--- src/rtl/uinst_sequencer_if.sv ---
// Microinstruction presentation channel between the sequencer and the datapath control decoder.
// Valid/ready handshake carrying the control word and the address it was fetched from.
interface uinst_sequencer_if #(
  parameter int ADDR_WIDTH = 12,
  parameter int DATA_WIDTH = 64
) ();

  logic                  uinst_valid;
  logic                  uinst_ready;
  logic [DATA_WIDTH-1:0] uinst;
  logic [ADDR_WIDTH-1:0] uinst_pc;

  modport master (
    output uinst_valid,
    output uinst,
    output uinst_pc,
    input  uinst_ready
  );

  modport slave (
    input  uinst_valid,
    input  uinst,
    input  uinst_pc,
    output uinst_ready
  );

endinterface

--- src/rtl/uinst_sequencer.sv ---
// Microinstruction sequencer: fetches control-store words from an entry address and
// presents them downstream, following the per-word NEXT/JUMP/LOOP/SETCNT/END sequencing field.
module uinst_sequencer #(
  parameter int ADDR_WIDTH = 12,
  parameter int DATA_WIDTH = 64,
  parameter int CNT_WIDTH  = 8
) (
  input  logic                  clk,
  input  logic                  rst,
  input  logic                  start,
  input  logic [ADDR_WIDTH-1:0] start_addr,
  output logic                  busy,
  output logic                  done,
  output logic                  rom_en,
  output logic [ADDR_WIDTH-1:0] rom_addr,
  input  logic [DATA_WIDTH-1:0] rom_dout,
  uinst_sequencer_if.master     uif
);

  typedef enum logic {
    IDLE,
    EXEC
  } state_t;

  localparam logic [2:0] SEQ_NEXT   = 3'b000;
  localparam logic [2:0] SEQ_JUMP   = 3'b001;
  localparam logic [2:0] SEQ_LOOP   = 3'b010;
  localparam logic [2:0] SEQ_SETCNT = 3'b011;
  localparam logic [2:0] SEQ_END    = 3'b100;

  localparam logic [ADDR_WIDTH-1:0] PC_ONE  = {{(ADDR_WIDTH-1){1'b0}}, 1'b1};
  localparam logic [CNT_WIDTH-1:0]  CNT_ONE = {{(CNT_WIDTH-1){1'b0}}, 1'b1};

  state_t                state;
  logic [ADDR_WIDTH-1:0] pc;
  logic [CNT_WIDTH-1:0]  cnt;

  logic [2:0]            seq;
  logic [ADDR_WIDTH-1:0] target;
  logic [CNT_WIDTH-1:0]  count;
  logic [ADDR_WIDTH-1:0] next_addr;
  logic                  handshake;

  // The ROM output register doubles as the presentation register, so a stall just withholds rom_en.
  assign seq    = rom_dout[DATA_WIDTH-1 -: 3];
  assign target = rom_dout[DATA_WIDTH-4 -: ADDR_WIDTH];
  assign count  = rom_dout[DATA_WIDTH-4-ADDR_WIDTH -: CNT_WIDTH];

  assign busy            = (state != IDLE);
  assign uif.uinst_valid = (state == EXEC);
  assign uif.uinst       = rom_dout;
  assign uif.uinst_pc    = pc;
  assign handshake       = (state == EXEC) && uif.uinst_ready;

  always_comb begin
    next_addr = pc + PC_ONE;
    case (seq)
      SEQ_JUMP: next_addr = target;
      SEQ_LOOP: if (cnt != '0) next_addr = target;
      default:  next_addr = pc + PC_ONE;
    endcase
  end

  always_comb begin
    rom_en   = 1'b0;
    rom_addr = start_addr;
    if (!rst) begin
      case (state)
        IDLE: rom_en = start;
        EXEC: begin
          rom_addr = next_addr;
          rom_en   = handshake && (seq != SEQ_END);
        end
        default: rom_en = 1'b0;
      endcase
    end
  end

  // Reserved seq codes (101-111) fall through as NEXT since only END, SETCNT and LOOP touch extra state.
  always_ff @(posedge clk or posedge rst) begin
    if (rst) begin
      state <= IDLE;
      pc    <= '0;
      cnt   <= '0;
      done  <= 1'b0;
    end else begin
      done <= 1'b0;
      case (state)
        IDLE: begin
          if (start) begin
            pc    <= start_addr;
            state <= EXEC;
          end
        end
        EXEC: begin
          if (handshake) begin
            if (seq == SEQ_END) begin
              state <= IDLE;
              done  <= 1'b1;
            end else begin
              pc <= next_addr;
            end
            if (seq == SEQ_SETCNT) begin
              cnt <= count;
            end else if (seq == SEQ_LOOP && cnt != '0) begin
              cnt <= cnt - CNT_ONE;
            end
          end
        end
        default: state <= IDLE;
      endcase
    end
  end

endmodule
--- src/flat_wrapper.sv ---
// flat-port wrapper written by rule: the top's interface ports become plain ports
module uinst_sequencer_flat 
#(
  parameter int ADDR_WIDTH = 12,
  parameter int DATA_WIDTH = 64,
  parameter int CNT_WIDTH  = 8
)
  (clk, rst, start, start_addr, busy, done, rom_en, rom_addr, rom_dout, uif_uinst_valid, uif_uinst, uif_uinst_pc, uif_uinst_ready);
  uinst_sequencer_if #(.ADDR_WIDTH(ADDR_WIDTH), .DATA_WIDTH(DATA_WIDTH)) uif_i ();
  input  logic clk;
  input  logic rst;
  input  logic start;
  input  logic [ADDR_WIDTH-1:0] start_addr;
  output logic busy;
  output logic done;
  output logic rom_en;
  output logic [ADDR_WIDTH-1:0] rom_addr;
  input  logic [DATA_WIDTH-1:0] rom_dout;
  output wire logic [$bits(uif_i.uinst_valid)-1:0] uif_uinst_valid;
  output wire logic [$bits(uif_i.uinst)-1:0] uif_uinst;
  output wire logic [$bits(uif_i.uinst_pc)-1:0] uif_uinst_pc;
  input wire logic [$bits(uif_i.uinst_ready)-1:0] uif_uinst_ready;
  assign uif_uinst_valid = uif_i.uinst_valid;
  assign uif_uinst = uif_i.uinst;
  assign uif_uinst_pc = uif_i.uinst_pc;
  assign uif_i.uinst_ready = uif_uinst_ready;
  uinst_sequencer #(.ADDR_WIDTH(ADDR_WIDTH), .DATA_WIDTH(DATA_WIDTH), .CNT_WIDTH(CNT_WIDTH)) u_core (.clk(clk), .rst(rst), .start(start), .start_addr(start_addr), .busy(busy), .done(done), .rom_en(rom_en), .rom_addr(rom_addr), .rom_dout(rom_dout), .uif(uif_i));
endmodule
--- config.mk ---
export PLATFORM = sky130hd
export DESIGN_NAME = uinst_sequencer_flat
export DESIGN_NICKNAME = d
export VERILOG_FILES = /design/src/rtl/uinst_sequencer_if.sv /design/src/rtl/uinst_sequencer.sv /design/src/flat_wrapper.sv
export SDC_FILE = /design/constraint.sdc
export NUM_CORES = 1
export LEC_CHECK = 0
export ABC_CLOCK_PERIOD_IN_PS = 1900
export CORE_AREA = 2 2 67 69
export DETAILED_ROUTE_END_ITERATION = 10
export DIE_AREA = 0 0 69 71
export DONT_BUFFER_PORTS = 1
export GPL_ROUTABILITY_DRIVEN = 0
export PLACE_DENSITY = 0.75
export SLEW_MARGIN = 15
export SYNTH_ARGS = -nofsm -noshare
export SYNTH_HDL_FRONTEND = slang
export SYNTH_SLANG_ARGS = --single-unit
--- constraint.sdc ---
create_clock -name clk -period 1.9 [get_ports clk]
set_clock_uncertainty 0.15 [all_clocks]
set_input_delay 0.19 -clock clk [delete_from_list [all_inputs] [get_ports clk]]
set_output_delay 0.19 -clock clk [all_outputs]
set_load 0.03 [all_outputs]
==> out/results.txt <==
Routed wire per std cell: 18.04 um
Placeable Area: 4204 um^2
die area: 4899 um^2
static leakage: 1.084 nW
fraction of final layout cells sized beyond drive strength 1: 42.96%
number of setup violations in the final report: 16
deepest clock path buffer count: 2
global-route wire length before repair: 9.432 mm
CTS H-Tree Depth: 1
total length of routed wires: 5.935 mm
antenna violations before repair: 0
syn avg cell area: 7.942 um^2
EDFF count, synth: 0
highest-count cells in the layout ignoring fill and taps: 47 x sky130_fd_sc_hd__buf_4, 25 x sky130_fd_sc_hd__nand2_1, 18 x sky130_fd_sc_hd__dfrtp_1, 16 x sky130_fd_sc_hd__nor2_1, 13 x sky130_fd_sc_hd__a21oi_1
Syn Inst Count: 279
layout overhead on the synthesized area: 26.60%
Mapped Area: 2216 um^2
worst vdd rail ir drop: 0.7838 mV
worst setup slack after placement: -227.9 ps
Initial Utilization: 52.71%
count of port buffers added during placement: 0
global-route congestion overflow total: 0
number of global-route vias before repair: 2024
Hold Path Class: in -> reg
Cell variety after synth: 43
relative max-transition margin: 60.84%
M1 wire length: 2.224 mm
number of pins with negative max-slew slack in the final report: 0
via density per instance: 6.088
Post-synth top flop: sky130_fd_sc_hd__dfrtp_1
required time at the worst-slack endpoint: 1560 ps
actual transition at the worst max-transition pin: 582.0 ps
Seq cells post-synth: 22
total length of routed met3 wires: 433 um
CP Data Arrival Time: 2020 ps
crit start category: flop
DIE HEIGHT: 71 um
overall die width: 69 um
worst setup slack after layout: -460.5 ps
layout net count: 361
fill cell count: 320
final antenna-violating net count: 0
maximum number of pins on one net before global-route repair: 24
clock transition at the register clock pins on the worst setup and hold paths after CTS: 80 ps
FMAX: 423.6 MHz
number of buffers inserted during clock tree synthesis: 3
Critical Setup Path Class: reg -> out
result of the run: complete, but fails checks
Sinks on Clock Net: 22
cell type with the largest total area after synthesis: sky130_fd_sc_hd__dfrtp_1
maximum fanout encountered on the critical timing path: 3
dominant cells by area after synthesis: sky130_fd_sc_hd__dfrtp_1 25%, sky130_fd_sc_hd__buf_4 22%, sky130_fd_sc_hd__o31ai_1 4.7%, sky130_fd_sc_hd__nand2_1 4.2%, sky130_fd_sc_hd__a21oi_1 3.4%
number of diodes added for antenna fixing: 0
sum of met2 wire segment lengths after detailed routing: 3.220 mm
number of max-cap violations: 0
crit end category: output pin
number of rows in the core area: 24
clock tree from TritonCTS: yes
ys async rst share: 100.0%
GR Util All Layers: 23.68%
FF+latch area: 555.5 um^2
post-synth top area share: 24.84%
area occupied by multi-input gates: 1499 um^2
final clock period utilization by the worst path: 124.2%
CTS Root Buffer Type: sky130_fd_sc_hd__clkbuf_8
time the final worst path needs with I/O delays and setup: 2361 ps
most common library cell in the layout ignoring fill and taps: sky130_fd_sc_hd__buf_4
RSZ-0062 raised after global routing: yes
logic depth of the worst register-to-register path: 8
residual DRC count: 0
number of iterations in the first detailed-routing pass: 4
number of warning messages in the yosys log: 0
power density relative to cell area: 1271 nW/um^2
boundary pin count: 172
top routing layer in use: met4
total number of vias: 2003
Min Hold Slack: -11.67 ps
sequential cell area fraction in the yosys report: 24.84%
post-DP HPWL: 4.166 mm
Clock Latency Late Sink: 270 ps
Inst Count DP: 315
Hold Violations, Final: 1
worst hold path depth: 2
synthesized netlist net count: 362
Finished Layout Cells: 329
iteration-0 DRC count of the detailed router: 51
violations in the final reports: hold timing, setup timing
==> report_power, final <==
part | leakage (nW) | internal, mW | total [mW] | switching [mW]
clock | 0.0357 | 0.282 | 0.447 | 0.166
combinational | 0.784 | 1.05 | 2.30 | 1.25
sequential | 0.265 | 0.650 | 0.823 | 0.172
==> through the flow <==
stage	area, um^2	hold WS (ps)	total power [mW]	setup TNS [ps]	util (%)
4_1_cts	2706	1.516	3.422	-5935	64.38
2_1_floorplan	2415	70.38	2.271	-1273	-
5_1_grt	2805	3.637	3.771	-7658	66.73
6_report	2805	-11.67	3.566	-5391	66.73
3_5_place_dp	2402	40.29	2.762	-2684	57.14
3_3_place_gp	2402	23.92	2.712	-1460	57.14
==> final timing paths <==
kind	start	end	slack, ps
hold / removal	rom_dout[45]	u_core.cnt[4]	-10
setup reg to reg	u_core.cnt[0]	u_core.uif.uinst_pc[4]	-110
setup / recovery	u_core.cnt[1]	rom_addr[2]	-460
hold reg to reg	u_core.uif.uinst_pc[11]	u_core.uif.uinst_pc[11]	410
max in group asynchronous	rst	u_core.uif.uinst_pc[4]	1030
min in group asynchronous	rst	u_core.uif.uinst_pc[3]	310
==> state kept, by name, summed over array words and instances, names as in the netlist <==
name / flops
u_core.busy: 1
u_core.done: 1
u_core.uif.uinst_pc: 12
u_core.cnt: 8
==> layer usage <==
metal,up-vias,GRT usage (%)
li1,933,-
met1,965,26.82
met2,97,42.20
met3,8,6.838
met4,0,9.150
met5,-,0
==> synthesized netlist by cell type, types with 3 or more instances <==
master                      number
sky130_fd_sc_hd__nand2b_1        4
sky130_fd_sc_hd__buf_4          66
sky130_fd_sc_hd__o31ai_1        14
sky130_fd_sc_hd__inv_1           5
sky130_fd_sc_hd__a21oi_1        15
sky130_fd_sc_hd__ha_1            3
sky130_fd_sc_hd__nor3b_1         9
sky130_fd_sc_hd__nor3_1         15
sky130_fd_sc_hd__nand3_1         8
sky130_fd_sc_hd__mux2i_1         4
sky130_fd_sc_hd__dfrtp_1        22
sky130_fd_sc_hd__a2bb2oi_1       3
sky130_fd_sc_hd__nor2_1         20
sky130_fd_sc_hd__nor2b_1         3
sky130_fd_sc_hd__xnor2_1         4
sky130_fd_sc_hd__o21a_1          4
sky130_fd_sc_hd__nor4_1          3
sky130_fd_sc_hd__nand3b_1        4
sky130_fd_sc_hd__nand2_1        25
sky130_fd_sc_hd__o211ai_1        4
sky130_fd_sc_hd__o21ai_0        10
sky130_fd_sc_hd__o31a_1          3
sky130_fd_sc_hd__clkbuf_1        7
==> worst max-delay path, cell delays in order (launching register included) <==
cell                        delay (ps)
sky130_fd_sc_hd__dfrtp_1           380
sky130_fd_sc_hd__inv_2              60
sky130_fd_sc_hd__ha_4              140
sky130_fd_sc_hd__nor4b_4           130
sky130_fd_sc_hd__a211oi_2          300
sky130_fd_sc_hd__buf_4             180
sky130_fd_sc_hd__mux2_4            320
sky130_fd_sc_hd__a2bb2oi_4         240
==> area by class of cell <==
cell class | instances | area share [%]
multi-input cells | 178 | 53.43
repair buffers | 68 | 21.23
flip-flops and latches | 22 | 19.80
well taps | 52 | 2.319
clock buffers | 3 | 1.472
clock inverters | 1 | 1.070
inverters | 5 | 0.6690
==> cell families (layout without fill, tap and decap cells) <==
family                   after synthesis  in the layout  synth area share [%]
AND/OR/NAND/NOR                       99             99                 23.66
adder cells (fa/ha/maj)                3              3                 1.694
AO/OA/AOI/OAI                         66             66                 20.61
multiplexers                           5              5                 2.315
XOR/XNOR                               5              5                 1.976
flip-flops                            22             22                 24.84
buffers and inverters                 79             77                 24.90
==> what timing repair did <==
item | 4_1_cts | 5_1_grt
buffers inserted | 1 | 2
gates cloned | 0 | 0
setup endpoints to repair | 26 | 31
resized for setup | 30 | 20
hold buffers | 9 | 0
pin swaps | 9 | 8
hold endpoints to repair | 29 | 0
(Power assumes the default switching activity.)
